### config.mk
export PLATFORM = sky130hd
export DESIGN_NAME = dmac_main_ctrl
export DESIGN_NICKNAME = d
export VERILOG_FILES = /design/src/rtl/dmac_main_ctrl.sv
export SDC_FILE = /design/constraint.sdc
export NUM_CORES = 1
export LEC_CHECK = 0
export ABC_AREA = 1
export ABC_CLOCK_PERIOD_IN_PS = 1100
export BUFFER_PORTS_ARGS = -buffer_cell sky130_fd_sc_hd__buf_2
export CELL_PAD_IN_SITES_DETAIL_PLACEMENT = 1
export CELL_PAD_IN_SITES_GLOBAL_PLACEMENT = 1
export CORE_MARGIN = 1
export CORE_UTILIZATION = 27
export DETAILED_ROUTE_END_ITERATION = 8
export PLACE_DENSITY_LB_ADDON = 0.1
export SKIP_CTS_REPAIR_TIMING = 1
export SKIP_LAST_GASP = 1
export SLEW_MARGIN = 20
export SYNTH_ARGS = -nofsm -noshare
export SYNTH_HDL_FRONTEND = slang
export SYNTH_SLANG_ARGS = --single-unit
### constraint.sdc
create_clock -name clk -period 1.1 [get_ports clk]
set_input_delay 0.11 -clock clk [delete_from_list [all_inputs] [get_ports clk]]
set_output_delay 0.11 -clock clk [all_outputs]
set_load 0.02 [all_outputs]
### src/rtl/dmac_main_ctrl.sv
// dmac_main_ctrl: control unit of the two-channel DMAC.
//
// Accepts a peripheral request, fetches the 4-word channel descriptor over
// the AHB master port (one address phase and one data phase per word), hands
// the bus to the channel chosen by the descriptor, waits for that channel's
// completion irq, and acknowledges the peripheral that was served.
//
// Ports:
//   clk, rst                  clock, asynchronous active-high reset
//   DmacReq[1:0]              peripheral requests, bit1 has priority
//   HReady, M_HResp[1:0]      AHB ready / response for the descriptor fetch
//   C_config                  channel select from descriptor Ctrl bit16
//   irq                       transfer complete from either channel
//   config_write              config-bus write flag (fetch is read-only)
//   config_HTrans[1:0]        HTrans while fetching the descriptor
//   addr_inc_sel[1:0]         descriptor word index
//   con_sel[1:0], con_en      bus owner select (00 ch1, 01 ch2, 10 config)
//   *_Reg_en / *_reg_en       datapath register load enables
//   channel_en_1/2            channel run enables
//   DmacAck[1:0]              one-cycle acknowledge to the served peripheral
//   cfg_err                   one-cycle pulse on an ERROR during the fetch
//
// state    | meaning
// IDLE     | waiting for a request; captures request and peripheral base
// CFG_ADDR | NONSEQ address phase for descriptor word wcnt
// CFG_DATA | data phase for word wcnt; loads its register on OKAY
// SELECT   | latch the channel as bus owner
// XFER     | channel running until irq
// DONE     | acknowledge the served peripheral
module dmac_main_ctrl (
  input  logic       clk,
  input  logic       rst,
  input  logic [1:0] DmacReq,
  input  logic       HReady,
  input  logic [1:0] M_HResp,
  input  logic       C_config,
  input  logic       irq,
  output logic       config_write,
  output logic [1:0] config_HTrans,
  output logic [1:0] addr_inc_sel,
  output logic [1:0] con_sel,
  output logic       con_en,
  output logic       DmacReq_Reg_en,
  output logic       PeriAddr_reg_en,
  output logic       SAddr_Reg_en,
  output logic       DAddr_Reg_en,
  output logic       Trans_sz_Reg_en,
  output logic       Ctrl_Reg_en,
  output logic       channel_en_1,
  output logic       channel_en_2,
  output logic [1:0] DmacAck,
  output logic       cfg_err
);

  typedef enum logic [2:0] {
    IDLE, CFG_ADDR, CFG_DATA, SELECT, XFER, DONE
  } state_t;

  localparam logic [1:0] HTRANS_IDLE   = 2'b00;
  localparam logic [1:0] HTRANS_NONSEQ = 2'b10;
  localparam logic [1:0] HRESP_OKAY    = 2'b00;
  localparam logic [1:0] SEL_CH1       = 2'b00;
  localparam logic [1:0] SEL_CH2       = 2'b01;
  localparam logic [1:0] SEL_CFG       = 2'b10;

  state_t     state, state_nxt;
  logic [1:0] wcnt, wcnt_nxt;
  logic       served, served_nxt;

  always_ff @(posedge clk or posedge rst) begin
    if (rst) begin
      state  <= IDLE;
      wcnt   <= 2'd0;
      served <= 1'b0;
    end else begin
      state  <= state_nxt;
      wcnt   <= wcnt_nxt;
      served <= served_nxt;
    end
  end

  always_comb begin
    state_nxt       = state;
    wcnt_nxt        = wcnt;
    served_nxt      = served;
    config_write    = 1'b0;
    config_HTrans   = HTRANS_IDLE;
    addr_inc_sel    = 2'b00;
    con_sel         = SEL_CFG;
    con_en          = 1'b0;
    DmacReq_Reg_en  = 1'b0;
    PeriAddr_reg_en = 1'b0;
    SAddr_Reg_en    = 1'b0;
    DAddr_Reg_en    = 1'b0;
    Trans_sz_Reg_en = 1'b0;
    Ctrl_Reg_en     = 1'b0;
    channel_en_1    = 1'b0;
    channel_en_2    = 1'b0;
    DmacAck         = 2'b00;
    cfg_err         = 1'b0;

    case (state)
      IDLE: begin
        // rst gates the capture enables so nothing is loaded while in reset
        if (DmacReq != 2'b00 && !rst) begin
          DmacReq_Reg_en  = 1'b1;
          PeriAddr_reg_en = 1'b1;
          served_nxt      = DmacReq[1];
          wcnt_nxt        = 2'd0;
          state_nxt       = CFG_ADDR;
        end
      end
      CFG_ADDR: begin
        config_HTrans = HTRANS_NONSEQ;
        addr_inc_sel  = wcnt;
        if (HReady) state_nxt = CFG_DATA;
      end
      CFG_DATA: begin
        addr_inc_sel = wcnt;
        if (HReady) begin
          if (M_HResp == HRESP_OKAY) begin
            case (wcnt)
              2'd0:    SAddr_Reg_en    = 1'b1;
              2'd1:    DAddr_Reg_en    = 1'b1;
              2'd2:    Trans_sz_Reg_en = 1'b1;
              default: Ctrl_Reg_en     = 1'b1;
            endcase
            if (wcnt == 2'd3) begin
              state_nxt = SELECT;
            end else begin
              wcnt_nxt  = wcnt + 2'd1;
              state_nxt = CFG_ADDR;
            end
          end else begin
            // aborted fetch: drop the request without acknowledging it
            cfg_err   = 1'b1;
            state_nxt = IDLE;
          end
        end
      end
      SELECT: begin
        con_sel   = C_config ? SEL_CH2 : SEL_CH1;
        con_en    = 1'b1;
        state_nxt = XFER;
      end
      XFER: begin
        con_sel      = C_config ? SEL_CH2 : SEL_CH1;
        channel_en_1 = ~C_config;
        channel_en_2 = C_config;
        if (irq) state_nxt = DONE;
      end
      DONE: begin
        DmacAck   = served ? 2'b10 : 2'b01;
        state_nxt = IDLE;
      end
      default: state_nxt = IDLE;
    endcase
  end

endmodule

* After elaboration in Yosys (flattened, before gate mapping) *
Cells that the tools add are included.

storage, ports and cells
  bits in registers = 6
  output and inout bits = 19
  logic and storage cells = 74
  bits of input ports = 9

cells by class
  equal/unequal tests = 14
  bitwise operators = 1
  reduce and logical (&&, ||, !) cells = 13
  mux-type cells = 42
  $add $sub $neg = 1

operator list
  kind                 count
  $mux 1               25
  $mux 2               10
  $mux 3               5
  $pmux 3 s5           1
  $ne 2x2->1 const B   6
  $eq 3x2->1 const B   2
  $eq 3x3->1 const B   2
  $reduce_and 5->1     1
  $eq 2x2->1 const B   2
  $logic_not 2->1      2
  $pmux 2 s2           1
  $reduce_and 4->1     1
  $reduce_bool 2->1    2
  $reduce_or 2->1      2
  $eq 3x1->1 const B   1
  $logic_not 3->1      1
  $reduce_or 3->1      1
  $add 2x1->2 const B  1
  $eq 2x1->1 const B   1
  $reduce_and 2->1     1
  $logic_and 1x1->1    1
  $logic_not 1->1      1
  $not 1->1            1

* Depth between registers and ports, before layout *
  word-level depth = 6
  mapped depth = 7
  gate-level depth less buffers = 7

* Least setup slack after synthesis *
No wires, ideal clock.

  kind = reg2out
  start = reg state[1]
  end = out PeriAddr_reg_en
  stages on the path, launching flop included = 5
  setup slack = -0.262 ns
  arrival = 1.252 ns
  data required time = 0.990 ns
  path buffers = 1
  cells stage by stage = dfrtp_1 nor2_2 nand2_2 nor3_2 buf_4

between the ends
  word-level cells in the longest chain between the ends = 2

ends and longest elaborated chain
  element                   line  text
  start: declaration        66    state_t state, state_nxt;
  start signal: assignment  76    state <= state_nxt;
  $logic_not 3->1           --
  $mux 1                    --
  end: declaration          44    output logic PeriAddr_reg_en,

No other way between the ends.

* Final worst setup path *
  start = reg state[2]
  end = out con_sel[0]

between the ends
  word-level cells in the longest chain between the ends = 3
  elaborated cells on any way between the ends = 4
  classes of those cells = 2 x eq/ne; 1 x mux; 1 x reduce/logical

ends and longest elaborated chain
  element                                          line  text
  $eq 3x3->1 / $eq 3x2->1 (equally long branches)  102   case (state)
  $reduce_or 2->1 (no source line) *               --
  $mux 2 *                                         --
  end: declaration                                 41    output logic [1:0] con_sel,

Every way passes the cells marked *; elsewhere a longest branch is shown, timed or not.

==> impl_metrics.env <==
export IMPL_rsz0062_at_grt="yes"
export IMPL_port_buffers=25
export IMPL_cts_buffer_depth=2
export IMPL_dp_hpwl_um=1400
export IMPL_hold_path_class="in -> reg"
export IMPL_fin_skew_ns=0.0000803
export IMPL_antenna_left=0
export IMPL_synth_area_per_cell_um2=6.61
export IMPL_r2r_slack_ns=-0.18
export IMPL_fin_area_um2=1040
export IMPL_critical_path_class="reg -> out"
export IMPL_n_antenna_cell=0
export IMPL_status="finished with violations"
export IMPL_post_route_period_util_pct=133
export IMPL_max_freq_ghz=0.685
export IMPL_placed_cells_incl_taps=153
export IMPL_cts_htree_levels=1
export IMPL_cts_sinks=6
export IMPL_ys_top_cells_by_area="dfrtp_1, nor2_1, inv_1, ha_1, nand2_1"
export IMPL_fin_ws_ns=-0.361
export IMPL_max_vdd_ir_drop_uv=1150
export IMPL_drc=0
export IMPL_synth_cell_types=19
export IMPL_power_density_nw_per_um2=2110
export IMPL_tritoncts="built"
export IMPL_p_leak_nw=0.546
export IMPL_num_rows=16
export IMPL_grt_max_degree=7
export IMPL_drt_pass1_iter_count=2
export IMPL_finalMaxSlewViolations=0
export IMPL_hold_ws_ns=0.112
export IMPL_start_kind="flop"
export IMPL_setup_tns_ns=-5.32
export IMPL_cp_max_fo=5
export IMPL_maxCapViolCount=0
export IMPL_antenna_found_initial=0
export IMPL_finalHoldViolCount=0
export IMPL_cts_buffers=3
export IMPL_worstSetupEndpointType="output port"
export IMPL_synth_seq_cells=6
export IMPL_finalPower_mw=2.20
export IMPL_die_w_um=49.2
export IMPL_drive_above_1_share_pct=59.0
export IMPL_grt_pass1_vias=690
export IMPL_place_gp_congestion=0.669
export IMPL_final_min_clock_period_ns=1.46
export IMPL_clock_root_buffer="clkbuf_4"
export IMPL_cp_required_ns=0.99
export IMPL_fin_cells=161
export IMPL_viasPerCell=4.14
export IMPL_clk_latency_ns=0.24
export IMPL_io_pins=28
export IMPL_yosys_warnings=0
export IMPL_final_common_cell="buf_4"
export IMPL_clkTransAtPathRegs_ns=0.05
export IMPL_route_detailed_wl_per_inst_um=11.3
export IMPL_syn_area_um2=602
export IMPL_yosysTopAreaCell="dfrtp_1"
export IMPL_dieArea_um2=2420
export IMPL_grt_pass1_wl_um=2840
export IMPL_dpl_cell_area_um2=872
export IMPL_fin_nets=150
export IMPL_syn_inst=91
export IMPL_seq_area_frac_synth_pct=24.9
export IMPL_chipHeight_um=49.2
export IMPL_netlist_area_leader_share_pct=24.9
export IMPL_finalWirelength_um=1820
export IMPL_syn_to_final_growth_pct=73.0
export IMPL_arrival_ns=1.35
export IMPL_vias=666
export IMPL_gr_total_overflow=0
export IMPL_start_util_pct=29.8
export IMPL_setup_viol=22
export IMPL_violations="negative setup slack"
export IMPL_mostFrequentLayoutCells="buf_4, inv_1, nand2_1, buf_2"
export IMPL_drt_iter0_drc=2
export IMPL_floorplan_core_area_um2=2020
export IMPL_track_usage_pct=15.2
-- registers in the layout, indices dropped and copies added (netlist names) --
name and flops:
wcnt 2, state 3, served 1
-- path summary, 6_finish.rpt --
| kind | to | from | cells after the start |
|---|---|---|---|
| setup / recovery | con_sel[0] | state[2] | 5 |
| hold / removal | served | DmacReq[1] | 3 |
| setup reg to reg | wcnt[0] | state[1] | 8 |
| hold reg to reg | wcnt[1] | wcnt[1] | 2 |
| max in group asynchronous | state[1] | rst | 3 |
| min in group asynchronous | served | rst | 3 |
-- per-layer routing --
layer	share of wire [%]	vias up	wire, um	track usage [%]
met5	0	-	0	0
met1	43	299	786	17.4
met3	3.9	2	72	3.43
li1	-	349	-	-
met2	52	16	951	27.6
met4	0.66	0	12	4.41
-- kinds of logic (layout without fill, tap and decap cells) --
kind of cell,Yosys count,count (layout),synth area share (%)
flip-flops,6,6,24.9
AO/OA/AOI/OAI,3,3,2.49
adder cells (fa/ha/maj),5,5,10.4
other,1,2,0.623
buffers and inverters,23,65,16.2
AND/OR/NAND/NOR,53,53,45.3
-- where the power goes --
| group | leakage (nW) | internal [mW] | switching [mW] |
|---|---|---|---|
| Combinational | 0.460 | 0.665 | 0.884 |
| Sequential | 0.0714 | 0.313 | 0.120 |
| Clock | 0.0138 | 0.124 | 0.0916 |
-- cells in the mapped netlist --
| cell | n |
|---|---|
| nor2_1 | 19 |
| o21ai_0 | 2 |
| inv_2 | 2 |
| o21ai_1 | 1 |
| nand3_2 | 1 |
| nand2_1 | 16 |
| buf_4 | 3 |
| nand2_2 | 3 |
| ha_1 | 5 |
| nor2_4 | 2 |
| conb_1 | 1 |
| dfrtp_1 | 6 |
| nand4_2 | 1 |
| nor2_2 | 2 |
| nand3_1 | 6 |
| nor3_1 | 1 |
| inv_1 | 18 |
| nor3_2 | 1 |
| nor2_8 | 1 |
-- worst max-delay path: stages (launching register included) --
cell,delay (ns)
dfrtp_2,0.45
buf_4,0.17
o21ai_2,0.16
inv_2,0.08
nor2_4,0.09
buf_2,0.16
-- per-stage QoR --
stage / utilization, % / worst slack (ns)
floorplan: - / -0.150
global placement: 43.1 / -0.138
detailed placement: 43.1 / -0.168
CTS: 44.2 / -0.463
global route: 51.5 / -0.429
finish: 51.5 / -0.361
-- final cells by class --
class	count	area [um2]
timing repair buffer	42	307
multi-input combinational	63	447
sequential	6	156
tap	27	33.8
inverter	20	75.1
clock buffer	3	22.5
fill	256	981
(Power assumes the default switching activity.)
